### config.mk
export PLATFORM = sky130hd
export DESIGN_NAME = mulacc_pipe_l2_cfu_flat
export DESIGN_NICKNAME = d
export VERILOG_FILES = /design/src/rtl/mulacc_pipe_l2_cfu_pkg.sv /design/src/rtl/mulacc_pipe_l2_cfu_if.sv /design/src/rtl/mulacc_pipe_l2_cfu_resp_fifo.sv /design/src/rtl/mulacc_pipe_l2_cfu.sv /design/src/flat_wrapper.sv
export SDC_FILE = /design/constraint.sdc
export NUM_CORES = 2
export LEC_CHECK = 0
export ABC_AREA = 1
export CORE_MARGIN = 10
export CORE_UTILIZATION = 39
export DETAILED_ROUTE_END_ITERATION = 8
export DONT_BUFFER_PORTS = 1
export SYNTH_ARGS = -nofsm -noshare
export SYNTH_HDL_FRONTEND = slang
export SYNTH_HIERARCHICAL = 1
export SYNTH_SLANG_ARGS = --single-unit
### constraint.sdc
create_clock -name clk -period 3.62 [get_ports clk]
set_clock_uncertainty 0.05 [all_clocks]
set_input_delay 0.181 -clock clk [delete_from_list [all_inputs] [get_ports clk]]
set_output_delay 0.181 -clock clk [all_outputs]
set_load 0.1 [all_outputs]
### src/rtl/mulacc_pipe_l2_cfu_pkg.sv
// Shared types for the pipelined multi-state multiply-accumulate CFU:
// response status codes and the function-ID encoding.
package mulacc_pipe_l2_cfu_pkg;

    localparam int unsigned CFU_STATUS_W = 2;
    localparam logic [CFU_STATUS_W-1:0] CFU_OK       = 2'd0;
    localparam logic [CFU_STATUS_W-1:0] CFU_ERROR_OP = 2'd1;

    typedef enum logic [2:0] {
        MAC   = 3'd0,
        MSUB  = 3'd1,
        MUL   = 3'd2,
        READ  = 3'd3,
        WRITE = 3'd4
    } mulacc_func_t;

    localparam int unsigned MULACC_N_FUNCS = 5;

endpackage

### src/rtl/mulacc_pipe_l2_cfu_if.sv
// CFU-L2 request/response bundle. The host drives through `master`, the CFU
// sits on `slave`.
interface mulacc_pipe_l2_cfu_if #(
    parameter int unsigned DATA_W     = 32,
    parameter int unsigned STATE_ID_W = 2,
    parameter int unsigned FUNC_ID_W  = 10
);
    import mulacc_pipe_l2_cfu_pkg::*;

    logic                    req_valid;
    logic                    req_ready;
    logic [STATE_ID_W-1:0]   req_state;
    logic [FUNC_ID_W-1:0]    req_func;
    logic [DATA_W-1:0]       req_data0;
    logic [DATA_W-1:0]       req_data1;
    logic                    resp_valid;
    logic                    resp_ready;
    logic [CFU_STATUS_W-1:0] resp_status;
    logic [DATA_W-1:0]       resp_data;

    modport master (
        output req_valid, req_state, req_func, req_data0, req_data1, resp_ready,
        input  req_ready, resp_valid, resp_status, resp_data
    );

    modport slave (
        input  req_valid, req_state, req_func, req_data0, req_data1, resp_ready,
        output req_ready, resp_valid, resp_status, resp_data
    );

endinterface

### src/rtl/mulacc_pipe_l2_cfu_resp_fifo.sv
// Show-ahead response FIFO with occupancy count and clock enable. Head entry
// is presented whenever valid; output reads as zero while empty.
module mulacc_pipe_l2_cfu_resp_fifo #(
    parameter int unsigned WIDTH = 8,
    parameter int unsigned DEPTH = 2,
    localparam int unsigned PTR_W = (DEPTH > 1) ? $clog2(DEPTH) : 1,
    localparam int unsigned CNT_W = $clog2(DEPTH + 1)
) (
    input  logic             clk,
    input  logic             rst_n,
    input  logic             clk_en,
    input  logic             push,
    input  logic [WIDTH-1:0] push_data,
    input  logic             pop,
    output logic [WIDTH-1:0] pop_data,
    output logic             valid,
    output logic [CNT_W-1:0] count
);

    logic [WIDTH-1:0] mem [DEPTH];
    logic [PTR_W-1:0] wr_ptr_q, rd_ptr_q;
    logic [CNT_W-1:0] count_q;
    logic             do_push, do_pop;

    function automatic logic [PTR_W-1:0] ptr_inc(input logic [PTR_W-1:0] p);
        return (p == PTR_W'(DEPTH - 1)) ? '0 : p + PTR_W'(1);
    endfunction

    assign valid    = (count_q != '0);
    assign count    = count_q;
    assign do_push  = clk_en & push;
    assign do_pop   = clk_en & pop & valid;
    assign pop_data = valid ? mem[rd_ptr_q] : '0;

    // Storage array; contents need no reset because reads are gated by valid.
    always_ff @(posedge clk) begin
        if (do_push) begin
            mem[wr_ptr_q] <= push_data;
        end
    end

    // Pointers and occupancy.
    always_ff @(posedge clk or negedge rst_n) begin
        if (!rst_n) begin
            wr_ptr_q <= '0;
            rd_ptr_q <= '0;
            count_q  <= '0;
        end else begin
            if (do_push) begin
                wr_ptr_q <= ptr_inc(wr_ptr_q);
            end
            if (do_pop) begin
                rd_ptr_q <= ptr_inc(rd_ptr_q);
            end
            if (do_push != do_pop) begin
                count_q <= do_push ? count_q + CNT_W'(1) : count_q - CNT_W'(1);
            end
        end
    end

endmodule

### src/rtl/mulacc_pipe_l2_cfu.sv
// Pipelined multi-state multiply-accumulate CFU. Requests flow through a
// fixed-depth pipeline; the last stage alone touches the accumulators, so
// back-to-back hits on one state are naturally ordered. Credits bound the
// number of outstanding requests by the response FIFO depth.
module mulacc_pipe_l2_cfu
    import mulacc_pipe_l2_cfu_pkg::*;
#(
    parameter int unsigned CFU_DATA_W     = 32,
    parameter int unsigned CFU_N_STATES   = 4,
    parameter int unsigned CFU_STATE_ID_W = (CFU_N_STATES > 1) ? $clog2(CFU_N_STATES) : 1,
    parameter int unsigned CFU_FUNC_ID_W  = 10,
    parameter int unsigned CFU_LATENCY    = 2,
    parameter int unsigned CFU_FIFO_SIZE  = 2 ** $clog2(1 + CFU_LATENCY)
) (
    input logic                 clk,
    input logic                 rst_n,
    input logic                 clk_en,
    mulacc_pipe_l2_cfu_if.slave bus
);

    localparam int unsigned CNT_W   = $clog2(CFU_FIFO_SIZE + 1);
    localparam int unsigned ENTRY_W = CFU_STATUS_W + CFU_DATA_W;

    // WRITE carries operand a in the operand slot, every other function the product.
    typedef struct packed {
        logic                      valid;
        logic                      err;
        mulacc_func_t              func;
        logic [CFU_STATE_ID_W-1:0] state;
        logic [CFU_DATA_W-1:0]     operand;
    } stage_t;

    stage_t                    in_entry, last;
    stage_t                    stage_q [CFU_LATENCY];
    logic [CFU_DATA_W-1:0]     acc_q [CFU_N_STATES];
    logic                      req_fire, push, acc_we;
    logic [CFU_DATA_W-1:0]     product, acc_old, acc_new, res_data;
    logic [CFU_STATUS_W-1:0]   res_status;
    logic [CNT_W-1:0]          fifo_count, outstanding;
    logic [ENTRY_W-1:0]        fifo_data;

    // Decode the incoming request and flag illegal function/state.
    always_comb begin
        req_fire       = clk_en & bus.req_valid & bus.req_ready;
        product        = bus.req_data0 * bus.req_data1;
        in_entry       = '0;
        in_entry.valid = req_fire;
        in_entry.err   = (bus.req_func >= CFU_FUNC_ID_W'(MULACC_N_FUNCS)) ||
                         (32'(bus.req_state) >= CFU_N_STATES);
        in_entry.state = bus.req_state;
        if (!in_entry.err) begin
            in_entry.func    = mulacc_func_t'(bus.req_func[2:0]);
            in_entry.operand = (in_entry.func == WRITE) ? bus.req_data0 : product;
        end
    end

    // Pipeline shift register; advances every enabled cycle since credits
    // guarantee the FIFO can always take the last stage.
    always_ff @(posedge clk or negedge rst_n) begin
        if (!rst_n) begin
            for (int i = 0; i < int'(CFU_LATENCY); i++) begin
                stage_q[i] <= '0;
            end
        end else if (clk_en) begin
            stage_q[0] <= in_entry;
            for (int i = 1; i < int'(CFU_LATENCY); i++) begin
                stage_q[i] <= stage_q[i-1];
            end
        end
    end

    assign last = stage_q[CFU_LATENCY-1];

    // Final stage: accumulator read-modify-write and response formation.
    always_comb begin
        acc_old = '0;
        for (int i = 0; i < int'(CFU_N_STATES); i++) begin
            if (last.state == CFU_STATE_ID_W'(i)) begin
                acc_old = acc_q[i];
            end
        end
        acc_new    = acc_old;
        acc_we     = 1'b0;
        res_status = CFU_OK;
        res_data   = '0;
        if (last.err) begin
            res_status = CFU_ERROR_OP;
        end else begin
            unique case (last.func)
                MAC: begin
                    acc_new  = acc_old + last.operand;
                    acc_we   = 1'b1;
                    res_data = acc_new;
                end
                MSUB: begin
                    acc_new  = acc_old - last.operand;
                    acc_we   = 1'b1;
                    res_data = acc_new;
                end
                MUL:   res_data = last.operand;
                READ:  res_data = acc_old;
                WRITE: begin
                    acc_new  = last.operand;
                    acc_we   = 1'b1;
                    res_data = acc_old;
                end
                default: ;
            endcase
        end
        push = clk_en & last.valid;
    end

    // Accumulator array, written only by the final stage.
    always_ff @(posedge clk or negedge rst_n) begin
        if (!rst_n) begin
            for (int i = 0; i < int'(CFU_N_STATES); i++) begin
                acc_q[i] <= '0;
            end
        end else if (push && acc_we) begin
            for (int i = 0; i < int'(CFU_N_STATES); i++) begin
                if (last.state == CFU_STATE_ID_W'(i)) begin
                    acc_q[i] <= acc_new;
                end
            end
        end
    end

    // Credits in use: in-flight stages plus queued responses, all registered.
    always_comb begin
        outstanding = fifo_count;
        for (int i = 0; i < int'(CFU_LATENCY); i++) begin
            outstanding = outstanding + CNT_W'(stage_q[i].valid);
        end
    end

    assign bus.req_ready = rst_n & (outstanding < CNT_W'(CFU_FIFO_SIZE));

    mulacc_pipe_l2_cfu_resp_fifo #(
        .WIDTH (ENTRY_W),
        .DEPTH (CFU_FIFO_SIZE)
    ) u_resp_fifo (
        .clk       (clk),
        .rst_n     (rst_n),
        .clk_en    (clk_en),
        .push      (push),
        .push_data ({res_status, res_data}),
        .pop       (bus.resp_ready),
        .pop_data  (fifo_data),
        .valid     (bus.resp_valid),
        .count     (fifo_count)
    );

    assign {bus.resp_status, bus.resp_data} = fifo_data;

endmodule

### src/flat_wrapper.sv
// flat-port wrapper written by rule: the top's interface ports become plain ports
module mulacc_pipe_l2_cfu_flat import mulacc_pipe_l2_cfu_pkg::*;
#(
    parameter int unsigned CFU_DATA_W     = 32,
    parameter int unsigned CFU_N_STATES   = 4,
    parameter int unsigned CFU_STATE_ID_W = (CFU_N_STATES > 1) ? $clog2(CFU_N_STATES) : 1,
    parameter int unsigned CFU_FUNC_ID_W  = 10,
    parameter int unsigned CFU_LATENCY    = 2,
    parameter int unsigned CFU_FIFO_SIZE  = 2 ** $clog2(1 + CFU_LATENCY)
)
  (clk, rst_n, clk_en, bus_req_valid, bus_req_state, bus_req_func, bus_req_data0, bus_req_data1, bus_resp_ready, bus_req_ready, bus_resp_valid, bus_resp_status, bus_resp_data);
  mulacc_pipe_l2_cfu_if #(.DATA_W((32)), .STATE_ID_W((2)), .FUNC_ID_W((10))) bus_i ();
  input logic clk;
  input logic rst_n;
  input logic clk_en;
  input wire logic [$bits(bus_i.req_valid)-1:0] bus_req_valid;
  input wire logic [$bits(bus_i.req_state)-1:0] bus_req_state;
  input wire logic [$bits(bus_i.req_func)-1:0] bus_req_func;
  input wire logic [$bits(bus_i.req_data0)-1:0] bus_req_data0;
  input wire logic [$bits(bus_i.req_data1)-1:0] bus_req_data1;
  input wire logic [$bits(bus_i.resp_ready)-1:0] bus_resp_ready;
  output wire logic [$bits(bus_i.req_ready)-1:0] bus_req_ready;
  output wire logic [$bits(bus_i.resp_valid)-1:0] bus_resp_valid;
  output wire logic [$bits(bus_i.resp_status)-1:0] bus_resp_status;
  output wire logic [$bits(bus_i.resp_data)-1:0] bus_resp_data;
  assign bus_i.req_valid = bus_req_valid;
  assign bus_i.req_state = bus_req_state;
  assign bus_i.req_func = bus_req_func;
  assign bus_i.req_data0 = bus_req_data0;
  assign bus_i.req_data1 = bus_req_data1;
  assign bus_i.resp_ready = bus_resp_ready;
  assign bus_req_ready = bus_i.req_ready;
  assign bus_resp_valid = bus_i.resp_valid;
  assign bus_resp_status = bus_i.resp_status;
  assign bus_resp_data = bus_i.resp_data;
  mulacc_pipe_l2_cfu #(.CFU_DATA_W(CFU_DATA_W), .CFU_N_STATES(CFU_N_STATES), .CFU_STATE_ID_W(CFU_STATE_ID_W), .CFU_FUNC_ID_W(CFU_FUNC_ID_W), .CFU_LATENCY(CFU_LATENCY), .CFU_FIFO_SIZE(CFU_FIFO_SIZE)) u_core (.clk(clk), .rst_n(rst_n), .clk_en(clk_en), .bus(bus_i));
endmodule
==> flow_summary.toml <==
[worst_setup_path]
cp.required_ps = 4010
arrival_ps = 5930
crit_type = "input pin to register"
crit_path_frequent_cell = "fa_1"
cp-start-kind = "input pin"
crit_path_max_fanout = 26
slowest_delay_ps = 600
worst_setup_path_end_kind = "register"
crit_path_top_delay_cell = "fa_2"

[logic_synthesis]
synth-edff-count = 136
synth_ff_type = "dfrtp_1"
avgSynthCellArea_um2 = 7.670
synth_area_leaders = "fa_1 22%, dfrtp_1 14%, nand2_1 13%"
yosysTopAreaCellShare = 0.2227
synth_area_um2 = 36860
yosysSeqAreaShare = 0.2554
yosysWarnings = 6
netlist_top_cells_count = "1,285 x nand2_1, 990 x inv_1, 410 x fa_1"
ys_seq_elements = 349
synth.most_common_cell = "nand2_1"
synth_cell_types = 70
netlist_instances = 4806
synth.largest_area_cell = "fa_1"
synthArstFlopShare = 0.6103

[detailed_routing]
vias_per_cell = 5.132
drtIter0Drc = 2379
wl_per_cell_um = 20.77
final_antenna_net_count = 0
vias = 33620
drc = 0
first_pass_iters = 5
postRouteWirelength_um = 136100

[floorplan]
io_pins = 117
rows = 112
fp.dieH_um = 327.4
start_util = 0.3938
fp.dieArea_um2 = 107200
fp.dieW_um = 327.4
coreArea_um2 = 93610

[clocking]
cts_made_buffers = 38
clk_pin_slew_ps = 70
cts_tree = "done"
cts_htree_levels = 2
clk_latency_ps = 560
clk_path_buf_depth = 3
cts_root_buffer = "clkbuf_16"
postCtsHoldBufs = 44
numClockSinks = 349

[sta]
period_share = 1.528
holdWs_ps = -724.8
fin_crit_ps = 5533
final_max_slew_viol_count = 0
rsz0062_at_grt = "true"
worst_pin_slew_ps = 1067
setup_viol = 44
max-slew-margin-rel = 0.2882
fmax_mhz = 180.7
worst_slack_ps = -1913
hold_violations = 213

[outcome]
status = "finished, violations left"
violations = "negative hold slack, negative setup slack"

[finish]
layout-drive-gt1-share = 0.2730
final_util = 0.5156
final_cells = 6551
antenna_cells = 0
fin_nets = 5951
area_delta_synth_final_pct = 30.94

[hold_path]
worstHoldPathType = "input pin to async pin"

[global_routing]
grt_max_degree = 215
grt_pass1_vias = 34300
antenna_found_initial = 2
grt_first_pass_wirelength_um = 203800
grt_overflow = 0
grtUsageTotal = 0.2448

[placement]
gp_congestion = 0.9902
dp_hpwl_um = 98690
io_buffers = 0
dp.cells = 6350

[job]
cap_violations = 0
## logic make-up after synthesis
logic type | synth area share
and+or+nand+nor | 0.2101
buffers and inverters | 0.1319
AOI/OAI and AO/OA | 0.1045
adders and majority gates | 0.2878
DFF | 0.2554
xor gates and xnor gates | 0.008757
muxes | 0.001358
other | 0.0001017
## state kept, by name, indices dropped and copies added (netlist names)
signal and flops:
u_core/last 39, u_core/u_resp_fifo/rd_ptr_q 2, u_core/u_resp_fifo/mem 136, u_core/stage_q 39, u_core/u_resp_fifo/count 3, u_core/acc_q 128
u_core/u_resp_fifo/wr_ptr_q 2
## what timing repair did
item | CTS | global route
gates resized for setup | 351 | 565
buffers inserted | 46 | 53
pin swaps | 144 | 307
endpoints found under the setup margin | 232 | 231
hold endpoints to repair | 294 | 213
gates cloned | 0 | 1
## cell type report
class	instances	area (um^2)
Clock inverter	14	126.4
Timing Repair Buffer	647	5630
Sequential cell	349	9417
Tap cell	1254	1569
Multi-Input combinational cell	3205	26430
Clock buffer	55	1169
Fill cell	8810	45340
Inverter	1027	3930
## layer usage
layer  GRT usage  vias up  wire length (um)
met4      0.1340        0              8943
met2      0.4354     1180             67760
met3     0.02597      356              6779
li1            -    15630                 -
met1      0.2865    16450             52610
met5           0        -                 0
## through the flow
| step | TNS [ps] | worst slack (ps) | instance area [um^2] |
|---|---|---|---|
| 3_3_place_gp | -90520 | -2525 | 42080 |
| 4_1_cts | -34140 | -1854 | 45730 |
| 5_1_grt | -48410 | -2135 | 48270 |
| 6_report | -36440 | -1913 | 48270 |
| 3_5_place_dp | -94130 | -2557 | 42080 |
| 2_1_floorplan | -46510 | -2472 | 37760 |
## worst paths after layout
| kind | start | endpoint | slack (ps) | cells past startpoint |
|---|---|---|---|---|
| worst min register to register | u_core/acc_q[13] | u_core/acc_q[13] | 420 | 2 |
| min in group clk | bus_req_data0[1] | u_core/stage_q[40] | 20 | 5 |
| worst max-delay path | bus_req_data1[7] | u_core/stage_q[67] | -1910 | 30 |
| worst min-delay path | rst_n | u_core/last[24] | -720 | 0 |
| max in group asynchronous | rst_n | u_core/stage_q[55] | 3770 | 0 |
| worst max register to register | u_core/last[33] | u_core/u_resp_fifo/mem[3][28] | -170 | 23 |
## placed cells by master (no fill, tap or decap), types with 105 or more instances in the layout
cell type,count
edfxtp_1,136
o21ai_0,209
nor2_1,219
dfrtp_1,211
ha_1,108
inv_2,105
fa_1,380
nand3_1,135
buf_4,483
nand2_1,1173
inv_1,899
## critical path, delay by kind of cell
kind            cells  cell delay [ps]
compound gates      2              170
fa+ha+maj           9             4280
buf+inv             5              200
simple gates       14             1070
Power is left out: the tool's default activity adds up to more than one toggle a clock period on the data nets, which glitch-free logic cannot reach.
